`src/rtl/kbd_pkg.sv`:
```
// Shared constants, FSM state type and frame check helper for the PS/2 keyboard receiver.
`timescale 1ns/1ps
package kbd_pkg;

    localparam int unsigned PS2_FRAME_BITS         = 11;
    localparam int unsigned PS2_DATA_BITS          = 8;
    localparam int unsigned FIFO_DEPTH_DEFAULT     = 8;
    localparam int unsigned TIMEOUT_CYCLES_DEFAULT = 200000;

    typedef enum logic [1:0] {
        StIdle,
        StData,
        StParity,
        StStop
    } ps2_state_e;

    // Odd parity over data+parity, and the stop bit must be high.
    function automatic logic frame_valid(input logic [PS2_DATA_BITS-1:0] data,
                                         input logic parity,
                                         input logic stop);
        return stop & (^{data, parity});
    endfunction

endpackage

```
`src/rtl/sync_fifo.sv`:
```
// Synchronous FIFO with extra-MSB pointers; reports which push/pop requests were accepted.
`timescale 1ns/1ps
module sync_fifo #(
    parameter int unsigned WIDTH = 8,
    parameter int unsigned DEPTH = 8
) (
    input  logic                       clk_i,
    input  logic                       rst_i,
    input  logic                       push_i,
    input  logic                       pop_i,
    input  logic [WIDTH-1:0]           wr_data_i,
    output logic [WIDTH-1:0]           head_o,
    output logic                       full_o,
    output logic                       empty_o,
    output logic [$clog2(DEPTH):0]     count_o,
    output logic                       push_ok_o,
    output logic                       pop_ok_o
);

    localparam int unsigned AW = $clog2(DEPTH);

    logic [WIDTH-1:0] mem_q [DEPTH];
    logic [AW:0]      wr_ptr_q, wr_ptr_d;
    logic [AW:0]      rd_ptr_q, rd_ptr_d;

    always_comb begin
        empty_o   = (wr_ptr_q == rd_ptr_q);
        full_o    = (wr_ptr_q[AW-1:0] == rd_ptr_q[AW-1:0]) && (wr_ptr_q[AW] != rd_ptr_q[AW]);
        count_o   = wr_ptr_q - rd_ptr_q;
        pop_ok_o  = pop_i & ~empty_o;
        // A pop in the same cycle frees the slot a full FIFO needs.
        push_ok_o = push_i & (~full_o | pop_ok_o);
        head_o    = mem_q[rd_ptr_q[AW-1:0]];
        wr_ptr_d  = push_ok_o ? wr_ptr_q + 1'b1 : wr_ptr_q;
        rd_ptr_d  = pop_ok_o  ? rd_ptr_q + 1'b1 : rd_ptr_q;
    end

    always_ff @(posedge clk_i) begin
        if (rst_i) begin
            wr_ptr_q <= '0;
            rd_ptr_q <= '0;
        end else begin
            wr_ptr_q <= wr_ptr_d;
            rd_ptr_q <= rd_ptr_d;
        end
    end

    always_ff @(posedge clk_i) begin
        if (push_ok_o) begin
            mem_q[wr_ptr_q[AW-1:0]] <= wr_data_i;
        end
    end

endmodule

```
`src/rtl/ps2_kbd_rx.sv`:
```
// PS/2 device-to-host frame receiver: synchroniser, fall detect, frame FSM with timeout,
// byte FIFO and sticky overflow flag.
`timescale 1ns/1ps
module ps2_kbd_rx
    import kbd_pkg::*;
#(
    parameter int unsigned FIFO_DEPTH     = FIFO_DEPTH_DEFAULT,
    parameter int unsigned TIMEOUT_CYCLES = TIMEOUT_CYCLES_DEFAULT
) (
    input  logic       clk_i,
    input  logic       rst_i,
    input  logic       ps2_clk_i,
    input  logic       ps2_data_i,
    input  logic       kbd_read_enable_i,
    output logic [7:0] kbd_data_o,
    output logic       kbd_ready_o,
    output logic       kbd_overflow_o,
    output logic       rx_error_o
);

    localparam int unsigned TW = $clog2(TIMEOUT_CYCLES);
    localparam int unsigned CW = $clog2(FIFO_DEPTH) + 1;
    localparam logic [TW-1:0] TMO_LAST = TW'(TIMEOUT_CYCLES - 1);

    logic ps2_clk_s1_q, ps2_clk_s2_q, ps2_clk_prev_q;
    logic ps2_data_s1_q, ps2_data_s2_q;
    logic fall;

    always_ff @(posedge clk_i) begin
        if (rst_i) begin
            ps2_clk_s1_q   <= 1'b1;
            ps2_clk_s2_q   <= 1'b1;
            ps2_clk_prev_q <= 1'b1;
            ps2_data_s1_q  <= 1'b1;
            ps2_data_s2_q  <= 1'b1;
        end else begin
            ps2_clk_s1_q   <= ps2_clk_i;
            ps2_clk_s2_q   <= ps2_clk_s1_q;
            ps2_clk_prev_q <= ps2_clk_s2_q;
            ps2_data_s1_q  <= ps2_data_i;
            ps2_data_s2_q  <= ps2_data_s1_q;
        end
    end

    assign fall = ps2_clk_prev_q & ~ps2_clk_s2_q;

    ps2_state_e        state_q;
    logic [2:0]        bit_cnt_q;
    logic [7:0]        shift_q;
    logic              parity_q;
    logic              rx_error_q;
    logic [TW-1:0]     tmo_q;
    logic              frame_ok;

    assign frame_ok = frame_valid(shift_q, parity_q, ps2_data_s2_q);

    always_ff @(posedge clk_i) begin
        if (rst_i) begin
            state_q    <= StIdle;
            bit_cnt_q  <= '0;
            shift_q    <= '0;
            parity_q   <= 1'b0;
            rx_error_q <= 1'b0;
            tmo_q      <= '0;
        end else begin
            rx_error_q <= 1'b0;
            tmo_q      <= (state_q == StIdle || fall) ? '0 : tmo_q + 1'b1;
            if (fall) begin
                unique case (state_q)
                    StIdle: begin
                        if (!ps2_data_s2_q) begin
                            state_q   <= StData;
                            bit_cnt_q <= '0;
                        end else begin
                            rx_error_q <= 1'b1;
                        end
                    end
                    StData: begin
                        shift_q   <= {ps2_data_s2_q, shift_q[7:1]};
                        bit_cnt_q <= bit_cnt_q + 1'b1;
                        if (bit_cnt_q == 3'd7) begin
                            state_q <= StParity;
                        end
                    end
                    StParity: begin
                        parity_q <= ps2_data_s2_q;
                        state_q  <= StStop;
                    end
                    StStop: begin
                        state_q <= StIdle;
                        if (!frame_ok) begin
                            rx_error_q <= 1'b1;
                        end
                    end
                    default: state_q <= StIdle;
                endcase
            end else if (state_q != StIdle && tmo_q == TMO_LAST) begin
                state_q    <= StIdle;
                rx_error_q <= 1'b1;
            end
        end
    end

    logic          push;
    logic          fifo_full, fifo_empty, push_ok, pop_ok;
    logic [7:0]    fifo_head;
    logic [CW-1:0] fifo_count;
    logic          overflow_q;

    assign push = fall & (state_q == StStop) & frame_ok;

    sync_fifo #(
        .WIDTH (8),
        .DEPTH (FIFO_DEPTH)
    ) u_fifo (
        .clk_i     (clk_i),
        .rst_i     (rst_i),
        .push_i    (push),
        .pop_i     (kbd_read_enable_i),
        .wr_data_i (shift_q),
        .head_o    (fifo_head),
        .full_o    (fifo_full),
        .empty_o   (fifo_empty),
        .count_o   (fifo_count),
        .push_ok_o (push_ok),
        .pop_ok_o  (pop_ok)
    );

    // Set has priority; clear only when the last byte leaves.
    always_ff @(posedge clk_i) begin
        if (rst_i) begin
            overflow_q <= 1'b0;
        end else if (push & fifo_full & ~pop_ok) begin
            overflow_q <= 1'b1;
        end else if (pop_ok & ~push_ok & (fifo_count == CW'(1))) begin
            overflow_q <= 1'b0;
        end
    end

    assign kbd_data_o     = fifo_empty ? 8'h00 : fifo_head;
    assign kbd_ready_o    = ~fifo_empty;
    assign kbd_overflow_o = overflow_q;
    assign rx_error_o     = rx_error_q;

endmodule

```
`config.mk`:
```
export PLATFORM = sky130hd
export DESIGN_NAME = ps2_kbd_rx
export DESIGN_NICKNAME = d
export VERILOG_FILES = /design/src/rtl/kbd_pkg.sv /design/src/rtl/sync_fifo.sv /design/src/rtl/ps2_kbd_rx.sv
export SDC_FILE = /design/constraint.sdc
export NUM_CORES = 1
export LEC_CHECK = 0
export BUFFER_PORTS_ARGS = -buffer_cell sky130_fd_sc_hd__buf_2
export CAP_MARGIN = 20
export CORE_MARGIN = 1
export CORE_UTILIZATION = 40
export DETAILED_ROUTE_END_ITERATION = 10
export HOLD_SLACK_MARGIN = 0.06
export PLACE_DENSITY = 0.6
export SLEW_MARGIN = 25
export SYNTH_ARGS = -nofsm -noshare
export SYNTH_HDL_FRONTEND = slang
export SYNTH_SLANG_ARGS = --single-unit
```
`constraint.sdc`:
```
create_clock -name clk_i -period 4 [get_ports clk_i]
set_input_delay 0.8 -clock clk_i [delete_from_list [all_inputs] [get_ports clk_i]]
set_output_delay 0.8 -clock clk_i [all_outputs]
set_load 0.1 [all_outputs]
```
Word-level counts from Yosys, hierarchy flattened
Memories as Yosys holds them, arrays and structs flattened. A register that Yosys moved wholly into a read port is not among the register bits.
Index checks and enable logic that the tools add are counted.
{ "totals": {"reg_bits": 47, "ram_bits": 64, "in_bits": 5, "word_cells": 81, "mem_count": 1} }
{ "memory_table": {"columns": ["name", "depth", "word_bits", "rd", "rd_clocked_by_memory_dff", "wr", "line_no", "rtl"], "rows": [
  ["u_fifo.mem_q", 8, 8, 1, 1, 1, "sync_fifo.sv:22", "logic [WIDTH-1:0] mem_q [DEPTH];"]
]} }
{ "op_classes": {"addsub": 5, "n_eq_ne": 12, "n_mux": 19, "bitwise": 16, "n_reduce_logical": 14} }
{ "ops": {"columns": ["operator", "count"], "rows": [
  ["adder 18 x 1 -> 18 bit (second input constant)", 1],
  ["== test 18 bit (second input constant)", 1],
  ["bitwise AND 1 bit", 10],
  ["two-way mux 3 bit", 3],
  ["XOR reduction 9 bit", 1],
  ["adder 4 x 1 -> 4 bit (second input constant)", 2],
  ["two-way mux 1 bit", 8],
  ["two-way mux 2 bit", 4],
  ["two-way mux 8 bit", 1],
  ["one-hot mux 2 bit (4 select lines)", 1],
  ["nonzero test 2 bit", 4],
  ["!= test 3 bit (second input constant)", 2],
  ["one-hot mux 3 bit (2 select lines)", 1],
  ["AND reduction 3 bit", 2],
  ["inverter 1 bit", 5],
  ["== test 2 bit (second input constant)", 2],
  ["== test 4 x 1 -> 1 bit (second input constant)", 1],
  ["== test 4 bit", 1],
  ["AND reduction 2 bit", 2],
  ["subtractor 4 bit", 1],
  ["adder 3 x 1 -> 3 bit (second input constant)", 1],
  ["== test 3 bit", 1],
  ["== test 3 bit (second input constant)", 1],
  ["== test 2 x 1 -> 1 bit (second input constant)", 1],
  ["8 further kinds", 9]
]} }

Logic depth before layout (Yosys ltp)
Gate-level depths: netlist (run 1).
{ "logic_depth": {"word_depth": 10, "ltp_mapped": 9} }

Modules after synthesis
A second synthesis (run 1) with hierarchy kept.
{ "hier_totals": {"hier_cells": 367, "hier_area_um2": 4879.7} }
{ "modules_own_cells": {"columns": ["module", "n_inst", "cells_each", "area_per_inst_um2", "seq_area_each_um2"], "rows": [
  ["sync_fifo", 1, 168, 3049.2, 2142.1],
  ["ps2_kbd_rx", 1, 199, 1830.5, 780.7]
]} }

Least setup slack after synthesis (run 1)
No wires, ideal clock.
{ "synth_path": {"path_kind": "reg2out", "startpoint": "register u_fifo.wr_ptr_q[0]", "endpoint": "output port kbd_data_o[0]", "arrival_time_ns": 2.507, "t_required_ns": 3.200, "path_slack_ns": 0.693, "path_stages_with_launch": 7, "n_path_buf": 2, "cell_sequence": "dfxtp_1 clkbuf_1 inv_1 ha_1 and4_1 buf_2 nor2_1"} }
{ "synth_via": {"elab_chain_cells": 2} }
{ "synth_rtl": {"columns": ["element", "line_no", "rtl"], "rows": [
  ["start: declaration", "sync_fifo.sv:23", "logic [AW:0] wr_ptr_q, wr_ptr_d;"],
  ["start signal: assignment", "sync_fifo.sv:43", "wr_ptr_q <= wr_ptr_d;"],
  ["== test 4 bit", "sync_fifo.sv:27", "empty_o = (wr_ptr_q == rd_ptr_q);"],
  ["two-way mux 8 bit", "ps2_kbd_rx.sv:140", "assign kbd_data_o = fifo_empty ? 8'h00 : fifo_head;"],
  ["end: declaration", "ps2_kbd_rx.sv:15", "output logic [7:0] kbd_data_o,"]
]} }
Every way passes these cells.

==> results.md, run 1 <==
- Num CTS Buffers: 17
- Hpwl dp: 5800 um
- Number of max-cap violations: 0
- Die height: 112 um
- IO buf count: 15
- Post-synth cell types: 45
- Power density over the cells: 461 mW/mm2
- RSZ-0062 raised after global routing: false
- Relative slew margins: 49.7%
- Critical Path Start Type: register
- First-pass GRT wire length: 15,000 um
- Root buffer cell: clkbuf_16
- Tcrit/Tclk final: 80.5%
- Min Tclk post-route: 3.22 ns
- Critical path peak fanout: 9
- Vias in the first global route: 2,995
- Post-CTS Setup Bufs: 0
- CTS tree: done
- Peak Freq: 311 MHz
- Sink Count: 114
- Final hold vios: 0
- Violated checks: DRC
- Worst Setup End Kind: output port
- Core Area: 0.0116 mm2
- Die area: 0.0125 mm2
- Ys Warns: 0
- Non-filler cells, final: 558
- CTS Hold Buffers Added: 0
- Drt total wl: 9050 um
- Critical path type: reg2out
- Number of synthesized register bits: 114
- Initial antenna violation count: 0
- Post-synth ARST share: 0%
- Final setup vio count: 0
- Vias: 2,904
- Seq/Total Area, Yosys: 60.8%
- Placed Instances: 526
- GRT Overall Usage: 16.2%
- Static leakage: 0.00189 uW
- VDD IR max: 336 uV
- Post-Synthesis Cells: 377
- Area grow syn2layout: 16.3%
- HP Class: reg2reg
- GRT overflow: 0
- Worst Path Required: 3.20 ns
- Crit path DAT: 2.42 ns
- Vias per inst: 5.20
- H-tree levels: 4
- Detailed Route Iter0 Violations: 183
- Clock skew: 0.00626 ns
- Clk buf depth: 2
- Final setup TNS: 0 ns
- Clk slew on worst S/H paths: 0.05 ns
- Antenna viol nets, final: 0
- Post-synth EDFFs: 64
- Worst-Margin Slew: 0.752 ns
- Net Count, Synth: 396
- Status: complete, but fails checks
- Antenna Cells: 0
- Initial core utilization: 41.6%
- First-pass DRT Iterations: 7
- Drt wl/cell: 16.2 um
- Die Span X: 112 um
- Layout cell share with drive strength beyond 1: 20.5%
- Syn_area_per_cell: 12.8 um2
- Post-CTS sizing: 0
- Largest net degree at the start of global routing: 34
- Worst skew pair latency: 0.41 ns
- DR DRC count: 1
- Final Power: 2580 uW
- Core Rows: 39
- Ports: 16
- Main synth FF type: edfxtp_1
- Final #Nets: 421
- Final Max Tran Viols: 0
- Routability congestion estimate: 0.758
- Mapped Area: 0.00481 mm2
==> cell type report <==
type	instances	area, um2
Fill cell	994	5970
Multi-Input combinational cell	233	1770
Sequential cell	114	2920
Clock buffer	22	474
Timing Repair Buffer	24	143
Clock inverter	10	58.8
Inverter	12	45.0
Tap cell	143	179
==> state kept, by name, indices dropped and copies added, names as in the netlist, named ones only <==
| signal | flops |
|---|---|
| u_fifo.wr_ptr_q | 4 |
| bit_cnt_q | 3 |
| rx_error_o | 1 |
| u_fifo.mem_q | 64 |
| shift_q | 8 |
| parity_q | 1 |
| tmo_q | 18 |
| ps2_clk_s2_q | 1 |
| ps2_data_s2_q | 1 |
| ps2_data_s1_q | 1 |
| u_fifo.rd_ptr_q | 4 |
| kbd_overflow_o | 1 |
| ps2_clk_s1_q | 1 |
| ps2_clk_prev_q | 1 |
| state_q | 2 |
==> Yosys cell counts (all sizes together) (8+ instances only) <==
master   n  share of area [%]
xnor2   14                2.7
o21ai   11                1.1
a21oi   21                2.2
xor2    11                2.2
dfxtp   50                 21
inv     12               0.94
nand2   21                1.6
nand3   26                2.7
nor3     9                1.0
mux2i    8                1.7
clkbuf  12               0.96
or3      9                1.2
ha      13                3.4
mux4    16                7.5
edfxtp  64                 40
nor2    36                2.8
==> kinds of logic after synthesis <==
group                      count (synthesis)  share of synthesized area [%]
AOI/OAI and AO/OA                         40                           4.55
adders and majority gates                 14                           3.80
DFF                                      114                           60.8
buffers and inverters                     30                           2.44
and+or+nand+nor                          127                           13.5
xor gates and xnor gates                  26                           5.36
muxes                                     26                           9.62
==> worst max-delay path, stage by stage (launching register included) <==
cell and delay [ns]:
dfxtp_1 0.65, buf_4 0.32, mux4_2 0.53, mux2i_1 0.16, nor2_1 0.05, buf_2 0.30
==> cell usage in the layout (no fill, tap or decap), types with 11 or more instances in the layout <==
cell | Yosys | layout
nand2_1 | 21 | 21
o21ai_0 | 11 | 11
clkbuf_16 | 0 | 17
xnor2_1 | 13 | 13
nand3_1 | 26 | 26
ha_1 | 13 | 13
mux4_2 | 16 | 16
buf_2 | 3 | 15
edfxtp_1 | 64 | 64
dfxtp_1 | 50 | 50
a21oi_1 | 21 | 21
nor2_1 | 36 | 36
inv_1 | 11 | 11
==> metrics by stage <==
| step | utilization, % | setup WS [ns] | hold WS (ns) | instance area [um2] |
|---|---|---|---|---|
| 6_report | 48.4 | 0.780 | 0.413 | 5590 |
| 5_1_grt | 48.4 | 0.619 | 0.427 | 5590 |
| 4_1_cts | 48.4 | 0.705 | 0.419 | 5590 |
| 2_1_floorplan | - | 0.693 | 0.389 | 4810 |
| 3_3_place_gp | 43.8 | 1.22 | 0.394 | 5060 |
| 3_5_place_dp | 43.8 | 1.16 | 0.403 | 5060 |
==> power breakdown <==
group / leakage [uW] / switching (uW) / total [uW] / internal, uW
Combinational: 0.000620 / 11.7 / 16.3 / 4.62
Sequential: 0.000996 / 1.17 / 1230 / 1230
Clock: 0.000270 / 499 / 1330 / 832
Total: 0.00189 / 512 / 2580 / 2060
==> final timing paths <==
kind                       startpoint                      endpoint  slack, ns  depth (start not counted)
max reg2reg   shift_q[2]$_SDFFE_PP0P_  u_fifo.mem_q[7][1]$_DFFE_PP_       1.28                          5
max                          register                 kbd_data_o[6]       0.78                          5
min reg2reg  ps2_data_s1_q$_SDFF_PP1_      ps2_data_s2_q$_SDFF_PP1_       0.41                          1
min          ps2_data_s1_q$_SDFF_PP1_      ps2_data_s2_q$_SDFF_PP1_       0.41                          1
==> routing by layer <==
| metal | global-route usage (%) | vias up | wire length [um] |
|---|---|---|---|
| li1 | - | 1428 | - |
| met2 | 24.7 | 63 | 4320 |
| met1 | 20.7 | 1401 | 4200 |
| met5 | 0 | - | 0 |
| met4 | 8.83 | 0 | 184 |
| met3 | 5.12 | 12 | 347 |
No activity file was read; power rests on OpenSTA's default activity.
==> inputs of run 2 (changes only) <==
Clock period 4 ns to 3.1 ns, I/O delays scaled along.
==> run 2 against run 1 <==
Effect of this change: the run still ends with DRC left; non-clock buffer count up 2; register-to-register slack lost 0.74 ns; clock power up 39%; sequential share of layout area fell by 0.45 points; routed wire length is 1.9% lower; critical endpoint is now kbd_data_o[7]; total power up 34%; hold slack worse by 0.015 ns; highest routed layer unchanged.
==> results.md, run 2 (same netlist as run 1, synthesis figures left out) <==
- Clk buf depth: 2 (unchanged)
- Power density over the cells: 613 mW/mm2 (+33%)
- Hold slack: 0.398 ns (-0.0148 ns)
- Final Max Tran Viols: 0 (unchanged)
- Worst Path Required: 2.48 ns (-0.72 ns)
- HP Class: in2reg
- RSZ-0062 raised after global routing: false
- First-pass DRT Iterations: 9 (+2)
- Area of the multi-input gates: 0.00177 mm2 (unchanged)
- Layout cell share with drive strength beyond 1: 20.7% (+0.19 points)
- Sw frac: 20.1% (+0.21 points)
- Die height: 112 um (unchanged)
- Worst R2R Setup Slack: 0.54 ns (-0.74 ns)
- Leading cell types in the layout, fill and taps excluded: edfxtp_1 (64), dfxtp_1 (50), nor2_1 (36)
- Status: complete, but fails checks
- Final worst slack: 0.201 ns (-0.580 ns)
- Reg area: 0.00292 mm2 (unchanged)
- GRT Overall Usage: 15.6% (-0.68 points)
- Antenna viol nets, final: 0 (unchanged)
- CTS Hold Buffers Added: 0 (unchanged)
- Cell-internal power: 2760 uW (+34%)
- Reg2Reg Depth: 6 (+1)
- Hpwl dp: 5560 um (-4.3%)
- VDD IR max: 449 uV (+34%)
- Drt wl/cell: 15.9 um (-2.1%)
- Root buffer cell: clkbuf_16
- Commonest non-fill, non-tap cell in the layout: edfxtp_1
- Largest net degree at the start of global routing: 34 (unchanged)
- IO buf count: 15 (unchanged)
- FF-to-FF End: u_fifo.mem_q[2][1]$_DFFE_PP_
- Final #Nets: 423 (+0.48%)
- Antenna Cells: 0 (unchanged)
- CTS tree: done
- First-pass GRT wire length: 14,400 um (-4.5%)
- Routability congestion estimate: 0.709 (-6.4%)
- Peak Freq: 345 MHz
- Tcrit/Tclk final: 93.5%
- Vias: 2,900 (-0.14%)
- Clk slew on worst S/H paths: 0.05 ns (about the same)
- Core Area: 0.0116 mm2 (unchanged)
- Placed Instances: 528 (+0.38%)
- Final setup vio count: 0 (unchanged)
- Final hold vios: 0 (unchanged)
- Post-CTS Setup Bufs: 0 (unchanged)
- GRT overflow: 0 (unchanged)
- Layout fillers: 990 (-0.40%)
- Vias in the first global route: 2,847 (-4.9%)
- Worst skew pair latency: 0.41 ns (about the same)
- Die Span X: 112 um (unchanged)
- Ports: 16 (unchanged)
- Worst setup path end: kbd_data_o[7]
- Place WS: 0.620 ns (-0.540 ns)
- Crit. Startpoint: u_fifo.wr_ptr_q[0]$_SDFFE_PP0P_
- Sink Count: 114 (unchanged)
- Drt total wl: 8870 um (-1.9%)
- Die area: 0.0125 mm2 (unchanged)
- NetSw: 694 uW (+36%)
- Area grow syn2layout: 17.3%
- Min Tclk post-route: 2.90 ns
- DR DRC count: 1 (unchanged)
- Vias per inst: 5.19 (-0.32%)
- Clock skew: 0.00633 ns (+0.0000693 ns)
- Sequential share of power: 45.9% (-1.8 points)
- Critical path type: reg2out
- Violated checks: DRC
- Final setup TNS: 0 ns (unchanged)
- Detailed Route Iter0 Violations: 171 (-6.6%)
- Critical path peak fanout: 9 (unchanged)
- Non-filler cells, final: 559 (+0.18%)
- Logic pwr share: 0.6% (about the same)
- H-tree levels: 4 (unchanged)
- Initial core utilization: 41.6% (unchanged)
- Worst Setup End Kind: output port
- Worst-Margin Slew: 0.631 ns (-0.121 ns)
- Crit path DAT: 2.28 ns (-0.14 ns)
- Static leakage: 0.00189 uW (+0.16%)
- Max reg flops: 64 (unchanged)
- Relative slew margins: 57.9% (+8.2 points)
- Post-CTS sizing: 0 (unchanged)
- Number of max-cap violations: 0 (unchanged)
- Num CTS Buffers: 17 (unchanged)
- Core Rows: 39 (unchanged)
- Initial antenna violation count: 0 (unchanged)
- Reg2reg start: shift_q[1]$_SDFFE_PP0P_
- Clk network pwr share: 53.5% (+1.9 points)
- Critical Path Start Type: register
run 2: cell count changes in the layout (fill, tap and decap cells not counted), sizes merged:
cell / change
buf: +2
clkinvlp: +4
clkbuf: -4
bufinv: +2
clkinv: -3
run 2: worst min-delay path by stage:
stage,startpoint,to,slack [ns],cells past startpoint
2_1_floorplan,ps2_clk_s1_q$_SDFF_PP1_,ps2_clk_s2_q$_SDFF_PP1_,0.39,1
3_3_place_gp,ps2_data_s1_q$_SDFF_PP1_,ps2_data_s2_q$_SDFF_PP1_,0.39,1
3_5_place_dp,ps2_clk_s1_q$_SDFF_PP1_,ps2_clk_s2_q$_SDFF_PP1_,0.40,1
4_1_cts,ps2_data_i,ps2_data_s1_q$_SDFF_PP1_,0.38,2
5_1_grt,ps2_data_i,ps2_data_s1_q$_SDFF_PP1_,0.38,2
6_report,ps2_clk_i,ps2_clk_s1_q$_SDFF_PP1_,0.40,2
run 2: routing by layer:
layer | track usage, % | up-vias | wire length (um)
met5 | 0 | - | 0
met4 | 7.12 | 0 | 113
met3 | 5.23 | 8 | 313
met2 | 23.1 | 40 | 4060
met1 | 20.6 | 1423 | 4380
li1 | - | 1429 | -
run 2: cell type report:
class / count / area share, %
inverters: 12 / 0.798
repair buffers: 26 / 2.79
flip-flops and latches: 114 / 51.8
clock buffers: 18 / 7.61
multi-input cells: 233 / 31.4
well taps: 143 / 3.17
clock inverters: 13 / 2.44
run 2: worst max-delay path, stage by stage (launching register included):
cell and delay [ns]:
dfxtp_1 0.49, inv_1 0.15, ha_1 0.33, and4_1 0.30
nor2_1 0.17, buf_2 0.44
run 2: through the flow:
step	util (%)	instance area, um2	power (uW)
2_1_floorplan	-	4810	1630
3_3_place_gp	43.9	5070	1640
3_5_place_dp	43.9	5070	1640
4_1_cts	48.8	5640	3490
5_1_grt	48.8	5640	3560
6_report	48.8	5640	3460
run 2: power by group through the flow:
stage | clock network, uW | registers, uW | logic [uW]
finish | 1850 | 1590 | 20.8
global route | 1960 | 1590 | 22.4
CTS | 1890 | 1590 | 20.9
detailed placement | 0 | 1620 | 21.0
global placement | 0 | 1620 | 20.6
floorplan | 0 | 1620 | 11.5
